### config.mk
export PLATFORM = sky130hd
export DESIGN_NAME = nx_node_loader_flat
export DESIGN_NICKNAME = d
export VERILOG_FILES = /design/src/rtl/nx_node_loader_if.sv /design/src/rtl/nx_node_loader.sv /design/src/flat_wrapper.sv
export SDC_FILE = /design/constraint.sdc
export NUM_CORES = 1
export LEC_CHECK = 0
export ABC_CLOCK_PERIOD_IN_PS = 3800
export CAP_MARGIN = 20
export CORE_MARGIN = 2
export CORE_UTILIZATION = 55
export DETAILED_ROUTE_END_ITERATION = 12
export PLACE_DENSITY_LB_ADDON = 0.1
export SLEW_MARGIN = 20
export SYNTH_ARGS = -nofsm -noshare
export SYNTH_HDL_FRONTEND = slang
export SYNTH_SLANG_ARGS = --single-unit
### constraint.sdc
create_clock -name clk -period 3.8 [get_ports clk]
set_input_delay 0.76 -clock clk [delete_from_list [all_inputs] [get_ports clk]]
set_output_delay 0.76 -clock clk [all_outputs]
set_load 0.01 [all_outputs]
### src/rtl/nx_node_loader_if.sv
// nx_node_loader_if: message-in / core-load-out signal bundle for the node loader.
interface nx_node_loader_if #(
  parameter int OP_W   = 4,
  parameter int REG_W  = 16,
  parameter int IO_W   = 4,
  parameter int SLOTS  = 32,
  parameter int INST_W = OP_W + 3*$clog2(REG_W) + 1 + $clog2(IO_W),
  parameter int MSG_W  = INST_W + 3
);
  logic [MSG_W-1:0]         msg_data;
  logic                     msg_valid;
  logic                     msg_ready;
  logic                     stall;
  logic                     core_setup;
  logic [INST_W-1:0]        load_instr;
  logic [$clog2(SLOTS)-1:0] load_slot;
  logic                     load_last;
  logic                     load_valid;
  logic                     in_value;
  logic [$clog2(IO_W)-1:0]  in_index;
  logic                     in_valid;
  logic [$clog2(SLOTS):0]   slot_count;
  logic                     err_order;
  logic                     err_overflow;
  modport master (
    output msg_data, msg_valid, stall, core_setup,
    input  msg_ready, load_instr, load_slot, load_last, load_valid,
           in_value, in_index, in_valid, slot_count, err_order, err_overflow
  );
  modport slave (
    input  msg_data, msg_valid, stall, core_setup,
    output msg_ready, load_instr, load_slot, load_last, load_valid,
           in_value, in_index, in_valid, slot_count, err_order, err_overflow
  );
endinterface

### src/rtl/nx_node_loader.sv
// nx_node_loader: buffers node messages in a 2-entry FIFO and decodes them into
// single-cycle instruction-load / input-update strobes for the node core.
module nx_node_loader #(
  parameter int OP_W   = 4,
  parameter int REG_W  = 16,
  parameter int IO_W   = 4,
  parameter int SLOTS  = 32,
  parameter int INST_W = OP_W + 3*$clog2(REG_W) + 1 + $clog2(IO_W),
  parameter int MSG_W  = INST_W + 3
) (
  input logic          clk,
  input logic          rst,
  nx_node_loader_if.slave bus
);
  localparam int IDX_W = $clog2(IO_W);
  localparam int PTR_W = $clog2(SLOTS);
  localparam int CNT_W = PTR_W + 1;
  localparam logic [PTR_W-1:0] END_SLOT = PTR_W'(SLOTS - 1);
  logic [MSG_W-1:0]  mem [2];
  logic [1:0]        wr_ptr, rd_ptr;
  logic              full, empty, push, pop;
  logic [MSG_W-1:0]  head;
  logic [1:0]        typ;
  logic              last_in;
  logic [INST_W-1:0] payload;
  logic [PTR_W-1:0]  ptr;
  logic              do_load, do_drop, do_sig, do_rew, at_end, end_prog;
  // Ready depends only on registered pointers, so a pop never frees a slot in the same cycle.
  assign full         = (wr_ptr[1] != rd_ptr[1]) && (wr_ptr[0] == rd_ptr[0]);
  assign empty        = wr_ptr == rd_ptr;
  assign bus.msg_ready = !rst && !full;
  assign push         = bus.msg_valid && bus.msg_ready;
  assign pop          = !empty && !bus.stall;
  assign head         = mem[rd_ptr[0]];
  assign typ          = head[MSG_W-1:MSG_W-2];
  assign last_in      = head[INST_W];
  assign payload      = head[INST_W-1:0];
  assign do_load      = pop && typ == 2'b01 && bus.core_setup;
  assign do_drop      = pop && typ == 2'b01 && !bus.core_setup;
  assign do_sig       = pop && typ == 2'b10;
  assign do_rew       = pop && typ == 2'b11;
  assign at_end       = ptr == END_SLOT;
  assign end_prog     = last_in || at_end;
  always_ff @(posedge clk)
    if (push) mem[wr_ptr[0]] <= bus.msg_data;
  always_ff @(posedge clk or posedge rst)
    if (rst) begin
      wr_ptr           <= '0;
      rd_ptr           <= '0;
      ptr              <= '0;
      bus.slot_count   <= '0;
      bus.load_instr   <= '0;
      bus.load_slot    <= '0;
      bus.load_last    <= 1'b0;
      bus.load_valid   <= 1'b0;
      bus.in_value     <= 1'b0;
      bus.in_index     <= '0;
      bus.in_valid     <= 1'b0;
      bus.err_order    <= 1'b0;
      bus.err_overflow <= 1'b0;
    end else begin
      wr_ptr         <= wr_ptr + 2'(push);
      rd_ptr         <= rd_ptr + 2'(pop);
      bus.load_valid <= do_load;
      bus.in_valid   <= do_sig;
      if (do_load) begin
        bus.load_instr <= payload;
        bus.load_slot  <= ptr;
        bus.load_last  <= end_prog;
        ptr            <= end_prog ? '0 : ptr + PTR_W'(1);
        bus.slot_count <= end_prog ? '0 : bus.slot_count + CNT_W'(1);
        if (at_end && !last_in) bus.err_overflow <= 1'b1;
      end
      if (do_drop) bus.err_order <= 1'b1;
      if (do_sig) begin
        bus.in_index <= payload[IDX_W:1];
        bus.in_value <= payload[0];
      end
      if (do_rew) begin
        ptr              <= '0;
        bus.slot_count   <= '0;
        bus.err_order    <= 1'b0;
        bus.err_overflow <= 1'b0;
      end
    end
endmodule

### src/flat_wrapper.sv
// flat-port wrapper written by rule: the top's interface ports become plain ports
module nx_node_loader_flat 
#(
  parameter int OP_W   = 4,
  parameter int REG_W  = 16,
  parameter int IO_W   = 4,
  parameter int SLOTS  = 32,
  parameter int INST_W = OP_W + 3*$clog2(REG_W) + 1 + $clog2(IO_W),
  parameter int MSG_W  = INST_W + 3
)
  (clk, rst, bus_msg_data, bus_msg_valid, bus_stall, bus_core_setup, bus_msg_ready, bus_load_instr, bus_load_slot, bus_load_last, bus_load_valid, bus_in_value, bus_in_index, bus_in_valid, bus_slot_count, bus_err_order, bus_err_overflow);
  nx_node_loader_if #(.OP_W(OP_W), .REG_W(REG_W), .IO_W(IO_W), .SLOTS(SLOTS), .INST_W(INST_W), .MSG_W(MSG_W)) bus_i ();
  input logic clk;
  input logic rst;
  input wire logic [$bits(bus_i.msg_data)-1:0] bus_msg_data;
  input wire logic [$bits(bus_i.msg_valid)-1:0] bus_msg_valid;
  input wire logic [$bits(bus_i.stall)-1:0] bus_stall;
  input wire logic [$bits(bus_i.core_setup)-1:0] bus_core_setup;
  output wire logic [$bits(bus_i.msg_ready)-1:0] bus_msg_ready;
  output wire logic [$bits(bus_i.load_instr)-1:0] bus_load_instr;
  output wire logic [$bits(bus_i.load_slot)-1:0] bus_load_slot;
  output wire logic [$bits(bus_i.load_last)-1:0] bus_load_last;
  output wire logic [$bits(bus_i.load_valid)-1:0] bus_load_valid;
  output wire logic [$bits(bus_i.in_value)-1:0] bus_in_value;
  output wire logic [$bits(bus_i.in_index)-1:0] bus_in_index;
  output wire logic [$bits(bus_i.in_valid)-1:0] bus_in_valid;
  output wire logic [$bits(bus_i.slot_count)-1:0] bus_slot_count;
  output wire logic [$bits(bus_i.err_order)-1:0] bus_err_order;
  output wire logic [$bits(bus_i.err_overflow)-1:0] bus_err_overflow;
  assign bus_i.msg_data = bus_msg_data;
  assign bus_i.msg_valid = bus_msg_valid;
  assign bus_i.stall = bus_stall;
  assign bus_i.core_setup = bus_core_setup;
  assign bus_msg_ready = bus_i.msg_ready;
  assign bus_load_instr = bus_i.load_instr;
  assign bus_load_slot = bus_i.load_slot;
  assign bus_load_last = bus_i.load_last;
  assign bus_load_valid = bus_i.load_valid;
  assign bus_in_value = bus_i.in_value;
  assign bus_in_index = bus_i.in_index;
  assign bus_in_valid = bus_i.in_valid;
  assign bus_slot_count = bus_i.slot_count;
  assign bus_err_order = bus_i.err_order;
  assign bus_err_overflow = bus_i.err_overflow;
  nx_node_loader #(.OP_W(OP_W), .REG_W(REG_W), .IO_W(IO_W), .SLOTS(SLOTS), .INST_W(INST_W), .MSG_W(MSG_W)) u_core (.clk(clk), .rst(rst), .bus(bus_i));
endmodule
==> results of run 1 <==
-- path summary, 6_finish.rpt --
check,startpoint,endpoint,cells past startpoint
min in group asynchronous,rst,u_core.wr_ptr[0]$_DFF_PP0_,2
worst min-delay path,u_core.rd_ptr[1]$_DFF_PP0_,u_core.rd_ptr[1]$_DFF_PP0_,1
worst max-delay path,u_core.rd_ptr[0]$_DFF_PP0_,bus_msg_ready,4
worst max register to register,u_core.rd_ptr[0]$_DFF_PP0_,u_core.bus.load_instr[7]$_DFFE_PP0P_,5
max in group asynchronous,rst,u_core.bus.load_instr[7]$_DFFE_PP0P_,2
worst min register to register,u_core.rd_ptr[1]$_DFF_PP0_,u_core.rd_ptr[1]$_DFF_PP0_,1
-- worst max-delay path: stages, from the launching register on --
cell,delay [ns]
dfrtp_1,0.62
xnor2_2,0.17
nor2b_1,0.17
nor2_1,0.12
clkdlybuf4s50_1,0.54
-- Yosys cell counts --
library cell,n,share of area (%)
a211oi_2,1,0.34
a21oi_1,19,2.6
a21oi_2,1,0.24
a22o_1,4,0.96
a31oi_1,16,2.7
a32oi_1,2,0.48
a41oi_1,1,0.24
and2_1,2,0.34
and3_1,3,0.51
buf_2,3,0.41
buf_6,4,1.2
clkbuf_1,5,0.51
dfrtp_1,47,32
edfxtp_1,44,36
ha_1,6,2.1
inv_1,10,1.0
mux2_2,14,4.3
mux2_4,2,0.82
mux2i_1,18,4.9
mux2i_4,1,0.62
nand2_1,4,0.41
nand2b_1,1,0.17
nand3_1,6,0.82
nor2_1,5,0.51
nor2_8,1,0.55
nor2b_1,3,0.51
nor3_1,1,0.14
nor4_4,1,0.58
o21a_1,2,0.41
o21ai_0,1,0.14
o21ai_1,1,0.14
o221ai_1,3,0.72
o22ai_1,2,0.34
o31ai_1,2,0.41
xnor2_1,2,0.48
xnor2_2,1,0.45
xor2_1,2,0.48
-- routing by layer --
layer / track usage, % / vias to the layer above / share of wire [%]
met4: 9.38 / 0 / 1.9
met1: 25.2 / 1096 / 43
li1: - / 1046 / -
met2: 33.7 / 53 / 52
met3: 3.66 / 15 / 3.2
met5: 0 / - / 0
-- registers in the layout (all words and copies together), names as in the netlist, 2 cells and up --
| register | cells |
|---|---|
| u_core.bus.load_instr | 19 |
| u_core.bus.slot_count | 6 |
| u_core.rd_ptr | 2 |
| u_core.mem | 44 |
| u_core.bus.in_index | 2 |
| u_core.bus.load_slot | 5 |
| u_core.wr_ptr | 2 |
| u_core.ptr | 5 |
-- area by class of cell --
cell class	count	area, µm²	share of cell area [%]
Clock buffer	12	156	3.41
Clock inverter	4	56.3	1.23
Multi-Input combinational cell	128	1040	22.7
Timing Repair Buffer	71	696	15.2
Tap cell	77	96.3	2.10
Sequential cell	91	2500	54.5
Inverter	10	38.8	0.847
-- power breakdown --
| part | internal, W | leakage (nW) | switching, W | total [W] |
|---|---|---|---|---|
| combinational | 0.000614 | 0.736 | 0.000574 | 0.00119 |
| clock | 0.000349 | 0.0999 | 0.000338 | 0.000687 |
| sequential | 0.00132 | 0.978 | 0.000183 | 0.00150 |
-- layout by cell type, fill, tap and decap left out, drive strengths merged, types with 6 or more instances in the layout --
master         Yosys  final
nand3              6      6
buf                7      6
nor2               6      6
dfrtp             47     47
mux2              16     16
a21oi             20     20
mux2i             19     19
clkbuf             5     12
inv               10     10
ha                 6      6
edfxtp            44     44
a31oi             16     16
clkdlybuf4s50      0     65
-- per-stage QoR --
stage / util [%] / hold slack (ns) / instance area, µm² / worst slack (ns)
2_1_floorplan: - / 0.462 / 3650 / 1.60
3_3_place_gp: 68.4 / 0.473 / 4370 / 1.17
3_5_place_dp: 68.4 / 0.487 / 4370 / 1.12
4_1_cts: 71.7 / 0.500 / 4580 / 1.04
5_1_grt: 71.7 / 0.526 / 4580 / 0.943
6_report: 71.7 / 0.499 / 4580 / 1.06
-- logic make-up after synthesis --
logic type	after synthesis	synth area share [%]
DFF	91	68.4
buffers and inverters	22	3.18
AOI/OAI and AO/OA	55	9.76
and+or+nand+nor	27	4.55
xor gates and xnor gates	5	1.40
adders and majority gates	6	2.05
muxes	35	10.7
==> impl_metrics.tcl, run 1 <==
set metrics [dict create \
    fin_tns_setup_ns 0 \
    peakVddDrop_mv 0.445 \
    grt_max_degree 48 \
    min_period_ns 2.74 \
    crit_arrival_ns 1.98 \
    skew_ns 0.00744 \
    cp_data_required_time_ns 3.04 \
    fp.dieH_um 85.5 \
    numCtsBuffers 9 \
    hold_viol 0 \
    tightestPinTransition_ns 0.802 \
    vias 2210 \
    grt_pass1_vias 2233 \
    initial_core_util_pct 57.2 \
    rsz0062_at_grt "no" \
    drive_above_1_share_pct 13.6 \
    status "complete, no violations" \
    synth-seq-cells 91 \
    slew_headroom_pct 46.4 \
    dp_hpwl_mm 4.43 \
    wirelength_mm 6.76 \
    drc 0 \
    slew_viol_final 0 \
    grt-ovfl-total 0 \
    syn2layout_area_growth_pct 25.4 \
    synth_area_per_cell_um2 15.2 \
    pin_count 66 \
    setup_viol 0 \
    end_kind "output port" \
    syn-num-nets 274 \
    p_per_area_mw_per_mm2 737 \
    cts_resized 0 \
    grt_usage_pct 20.0 \
    antenna_found_initial 0 \
    clockBufferDepth 2 \
    root_buffer "clkbuf_8" \
    drtIter0Drc 91 \
    clk_latency_ns 0.36 \
    ant_nets 0 \
    dpl.cell_count 377 \
    r2r_setup_slack_ns 1.28 \
    port_buffers 65 \
    routedWlPerCell_um 17.2 \
    worst_setup_path_start_kind "register" \
    path_class "register to output port" \
    postSynthCellCount 241 \
    diodes 0 \
    p_leak_nw 1.81 \
    grt_first_pass_wirelength_mm 10.9 \
    seq_area_frac_synth_pct 68.4 \
    fill_cells 441 \
    final_nets 344 \
    ys_warn_count 0 \
    die-area_mm2 0.00731 \
    via_per_inst 5.62 \
    drt-pass1-iter-count 4 \
    design_power_total_w 0.00338 \
    rows 29 \
    stdcell_count 393 \
    max-cap-violations 0 \
    syn_area_mm2 0.00365 \
    cts_tree "built" \
    clock_sinks 91 \
    hold_buffers 0 \
    path_max_fanout 7 \
    fp.dieW_um 85.5 \
    postCtsSetupBuffers 0 \
    yosysUniqueCellTypes 37 \
    h-tree-depth 3 \
    core-area_mm2 0.00639 \
    clkTransAtPathRegs_ns 0.09 \
    place.gp.congestion 0.751 \
    fin_crit_sh_pct 72.1 \
    fmax_mhz 365 \
    hold_class "register to register" \
]
Power figures use the tool's default switching activity.
==> run 2, diff against run 1 <==
Settings changed: ABC_CLOCK_PERIOD_IN_PS 3800 to 2500, CORE_UTILIZATION 55 to 47.
Clock period 3.8 ns to 2.5 ns, I/O delays scaled along.
==> run 2 against run 1 <==
  * Register-to-register slack worse by 0.88 ns
  * Cell count grew 7.4%
  * Sequential share of layout area fell by 0.79 points
  * Critical endpoint unchanged
  * Largest cell class unchanged
==> impl_metrics.tcl, run 2 (synthesized netlist as in run 1, its figures left out) <==
set metrics [dict create \
    fin_crit_sh_pct 94.0 \
    grt_usage_pct 17.4 \
    diodes 0 \
    cp_top_family "buffers and inverters" \
    initial_core_util_pct 47.8 \
    layout.cells.most_common "clkdlybuf4s50_1" \
    pin_count 66 \
    clock_sinks 91 \
    place.gp.congestion 0.752 \
    drt-pass1-iter-count 4 \
    rsz0062_at_grt "no" \
    setup_viol 0 \
    hold_class "register to register" \
    p_leak_nw 1.84 \
    numCtsBuffers 9 \
    fin_tns_setup_ns 0 \
    final-seq-area_mm2 0.00250 \
    slew_headroom_pct 66.4 \
    port_buffers 65 \
    timing.final.ws_setup_ns 0.150 \
    vias 2239 \
    antenna_found_initial 0 \
    cpPeakStageDelay_ns 0.55 \
    multiInputGateArea_mm2 0.00105 \
    slowest_stage "clkdlybuf4s50_1" \
    core-area_mm2 0.00765 \
    peakVddDrop_mv 0.499 \
    layout_common_cells "clkdlybuf4s50_1, dfrtp_1, edfxtp_1, a21oi_1, mux2i_1" \
    max-cap-violations 0 \
    ant_nets 0 \
    grt-ovfl-total 0 \
    worst_setup_path_start_kind "register" \
    grt_pass1_vias 2211 \
    holdWs_ns 0.497 \
    grt_first_pass_wirelength_mm 11.1 \
    fp.dieH_um 92.2 \
    clk_latency_ns 0.35 \
    h-tree-depth 3 \
    clockBufferDepth 2 \
    cts_tree "built" \
    dp_hpwl_mm 4.51 \
    tightestPinTransition_ns 0.504 \
    drc 0 \
    min_period_ns 2.35 \
    drtIter0Drc 110 \
    cp_data_required_time_ns 2.00 \
    fmax_mhz 426 \
    routedWlPerCell_um 16.2 \
    grt_max_degree 27 \
    crit_arrival_ns 1.85 \
    skew_ns 0.0102 \
    p_per_area_mw_per_mm2 1090 \
    wirelength_mm 6.82 \
    slew_viol_final 0 \
    path_cells "xnor2_2 > nor2b_1 > nor2_1 > clkdlybuf4s50_1" \
    rows 32 \
    path_buf_inv 1 \
    status "complete, no violations" \
    via_per_inst 5.31 \
    final_nets 348 \
    fp.dieW_um 92.2 \
    fill_cells 595 \
    largest_reg_flops 44 \
    path_max_fanout 6 \
    end_kind "output port" \
    die-area_mm2 0.00849 \
    preCtsSetupSlack_ns 0.317 \
    path_class "register to output port" \
    syn2layout_area_growth_pct 27.3 \
    root_buffer "clkbuf_8" \
    hold_viol 0 \
    clkTransAtPathRegs_ns 0.08 \
    drive_above_1_share_pct 15.3 \
]
-- run 2: cell type report --
| cell class | instances | area share [%] |
|---|---|---|
| multi-input cells | 128 | 22.5 |
| flip-flops and latches | 91 | 53.7 |
| clock buffers | 12 | 3.36 |
| well taps | 102 | 2.74 |
| repair buffers | 75 | 16.1 |
| inverters | 10 | 0.807 |
| clock inverters | 4 | 0.699 |
-- run 2: routing by layer --
layer | vias up | track usage [%] | share of wire, %
met5 | - | 0 | 0
met4 | 0 | 9.20 | 2.0
met3 | 13 | 3.04 | 4.6
met2 | 69 | 28.1 | 50
met1 | 1104 | 22.7 | 44
li1 | 1053 | - | -
-- run 2: repair_timing --
item	in CTS	in global routing
hold buffers	0	0
buffers inserted	0	0
resized for setup	0	2
setup endpoints to repair	0	1
-- run 2: path summary, 6_finish.rpt --
kind	slack [ns]	startpoint	end	cells after the start
worst min-delay path	0.50	u_core.bus.load_last$_DFFE_PP0P_	u_core.bus.load_last$_DFFE_PP0P_	1
worst min register to register	0.50	u_core.bus.load_last$_DFFE_PP0P_	u_core.bus.load_last$_DFFE_PP0P_	1
worst max register to register	0.40	u_core.ptr[0]$_DFFE_PP0P_	u_core.bus.slot_count[4]$_DFFE_PP0P_	7
worst max-delay path	0.15	u_core.rd_ptr[0]$_DFF_PP0_	bus_msg_ready	4
max in group asynchronous	1.48	rst	u_core.ptr[0]$_DFFE_PP0P_	3
min in group asynchronous	0.52	rst	u_core.wr_ptr[0]$_DFF_PP0_	2
-- run 2: stage by stage --
stage / std cells / instance area, µm² / power [W] / util, %
floorplan: 241 / 3650 / 0.00333 / -
CTS: 422 / 4640 / 0.00512 / 60.7
finish: 422 / 4650 / 0.00509 / 60.8
global placement: 406 / 4450 / 0.00415 / 58.2
global route: 422 / 4650 / 0.00539 / 60.8
detailed placement: 406 / 4450 / 0.00418 / 58.2
-- run 2: worst reg2reg max path, stage by stage (launching register included) --
cell	delay [ns]
dfrtp_1	0.44
ha_1	0.26
and3_1	0.19
ha_1	0.22
nand2b_1	0.20
nor4_4	0.25
nand2_1	0.23
o221ai_1	0.23
-- run 2: report_power, final --
part / switching, W / leakage, nW / internal [W]
sequential: 0.000275 / 0.977 / 0.00201
clock: 0.000509 / 0.0883 / 0.000428
combinational: 0.000886 / 0.769 / 0.000982
==> run 3, diff against run 2 <==
Settings changed: CORE_MARGIN 2 to unset.
==> run 3 against run 2 <==
  * Utilization is 2.5 points higher
  * Routed wire length is 0.18% lower
  * Global-route usage is 0.85 points higher
  * First-iteration DRC count is 16% lower
  * Highest routed layer unchanged
==> impl_metrics.tcl, run 3 (synthesized netlist as in run 1, its figures left out) <==
set metrics [dict create \
    grt-ovfl-total 0 \
    cpPeakStageDelay_ns 0.56 \
    clockBufferDepth 2 \
    numCtsBuffers 9 \
    cp_top_family "buffers and inverters" \
    clkTransAtPathRegs_ns 0.09 \
    p_seq_share_pct 43.6 \
    grt_pass1_vias 2303 \
    swShare_pct 31.9 \
    path_max_fanout 3 \
    slew_headroom_pct 68.2 \
    status "complete, no violations" \
    drc 0 \
    drive_above_1_share_pct 15.3 \
    fin_tns_setup_ns 0 \
    clockPowerShare_pct 20.6 \
    wirelength_mm 6.81 \
    grt_usage_pct 18.3 \
    timing.final.ws_setup_ns 0.147 \
    via_per_inst 5.33 \
    hold_class "register to register" \
    root_buffer "clkbuf_8" \
    r2r-start "u_core.ptr[0]$_DFFE_PP0P_" \
    fin_crit_sh_pct 94.1 \
    antenna_found_initial 0 \
    slowest_stage "clkdlybuf4s50_1" \
    p_leak_nw 1.85 \
    worst_setup_path_start_kind "register" \
    preCtsSetupSlack_ns 0.325 \
    tightestPinTransition_ns 0.476 \
    hold_buffers 0 \
    clock_sinks 91 \
    multiInputGateArea_mm2 0.00105 \
    end_kind "output port" \
    layout_common_cells "clkdlybuf4s50_1, dfrtp_1, edfxtp_1, a21oi_1, mux2i_1" \
    h-tree-depth 3 \
    fill_cells 579 \
    crit_arrival_ns 1.85 \
    skew_ns 0.00877 \
    p_sw_w 0.00166 \
    final-seq-area_mm2 0.00250 \
    final_nets 349 \
    path_buf_inv 1 \
    max-cap-violations 0 \
    fp.dieW_um 90.2 \
    layout.cells.most_common "clkdlybuf4s50_1" \
    routedWlPerCell_um 16.2 \
    grt_max_degree 27 \
    crit_start "u_core.rd_ptr[1]$_DFF_PP0_" \
    setup_viol 0 \
    path_class "register to output port" \
    final_area_mm2 0.00467 \
    initial_core_util_pct 49.6 \
    cts_tree "built" \
    dp_hpwl_mm 4.49 \
    fmax_mhz 425 \
    rows 31 \
    die-area_mm2 0.00813 \
    drt-pass1-iter-count 4 \
    core-area_mm2 0.00737 \
    peakVddDrop_mv 0.598 \
    vias 2240 \
    port_buffers 65 \
    combPwrFrac_pct 35.8 \
    dpl-instance-area_mm2 0.00444 \
    min_period_ns 2.35 \
    slew_viol_final 0 \
    grt_first_pass_wirelength_mm 11.6 \
    rsz0062_at_grt "no" \
    syn2layout_area_growth_pct 27.8 \
    hold_viol 0 \
    drtIter0Drc 92 \
    diodes 0 \
    p_per_area_mw_per_mm2 1120 \
    largest_reg_flops 44 \
    ant_nets 0 \
    hp-start "u_core.bus.load_last$_DFFE_PP0P_" \
    place.gp.congestion 0.732 \
    clk_latency_ns 0.35 \
    path_cells "xnor2_2 > nor2b_1 > nor2_1 > clkdlybuf4s50_1" \
    power.internal_w 0.00355 \
    cp_data_required_time_ns 2.00 \
    fp.dieH_um 90.2 \
    pin_count 66 \
]
-- run 3: what timing repair did --
action                                  CTS  global route
gates resized for setup                   0             1
endpoints found under the setup margin    0             1
buffers inserted                          0             0
-- run 3: power by group through the flow --
stage | Clock (W) | Combinational, W | Sequential [W]
finish | 0.00107 | 0.00186 | 0.00227
global route | 0.00115 | 0.00202 | 0.00233
CTS | 0.00110 | 0.00187 | 0.00228
detailed placement | 0 | 0.00186 | 0.00230
global placement | 0 | 0.00184 | 0.00230
floorplan | 0 | 0.000979 | 0.00235
-- run 3: path summary, 6_finish.rpt --
kind,end,slack [ns],cells past startpoint
worst max-delay path,bus_msg_ready,0.15,4
worst min-delay path,u_core.bus.load_last$_DFFE_PP0P_,0.50,1
worst max register to register,u_core.bus.slot_count[4]$_DFFE_PP0P_,0.39,7
worst min register to register,u_core.bus.load_last$_DFFE_PP0P_,0.50,1
max in group asynchronous,u_core.bus.load_instr[17]$_DFFE_PP0P_,1.48,3
min in group asynchronous,u_core.wr_ptr[0]$_DFF_PP0_,0.51,2
-- run 3: through the flow --
step	utilization (%)	instances	total power (W)	hold slack, ns
2_1_floorplan	-	241	0.00333	0.462
5_1_grt	63.4	420	0.00549	0.530
4_1_cts	63.3	420	0.00524	0.501
6_report	63.4	420	0.00521	0.503
3_3_place_gp	60.3	404	0.00414	0.477
3_5_place_dp	60.3	404	0.00416	0.489
-- run 3: per-layer routing --
metal | up-vias | share of wire [%] | global-route usage [%]
met5 | - | 0 | 0
met4 | 0 | 1.0 | 6.05
met3 | 8 | 4.9 | 4.06
met2 | 63 | 51 | 31.5
met1 | 1110 | 43 | 22.8
li1 | 1059 | - | -
-- run 3: final cells by class --
class / count / area share (%)
Clock buffer: 10 / 2.73
Timing Repair Buffer: 76 / 16.0
Tap cell: 99 / 2.65
Inverter: 10 / 0.804
Clock inverter: 6 / 1.93
Sequential cell: 91 / 53.5
Multi-Input combinational cell: 128 / 22.4
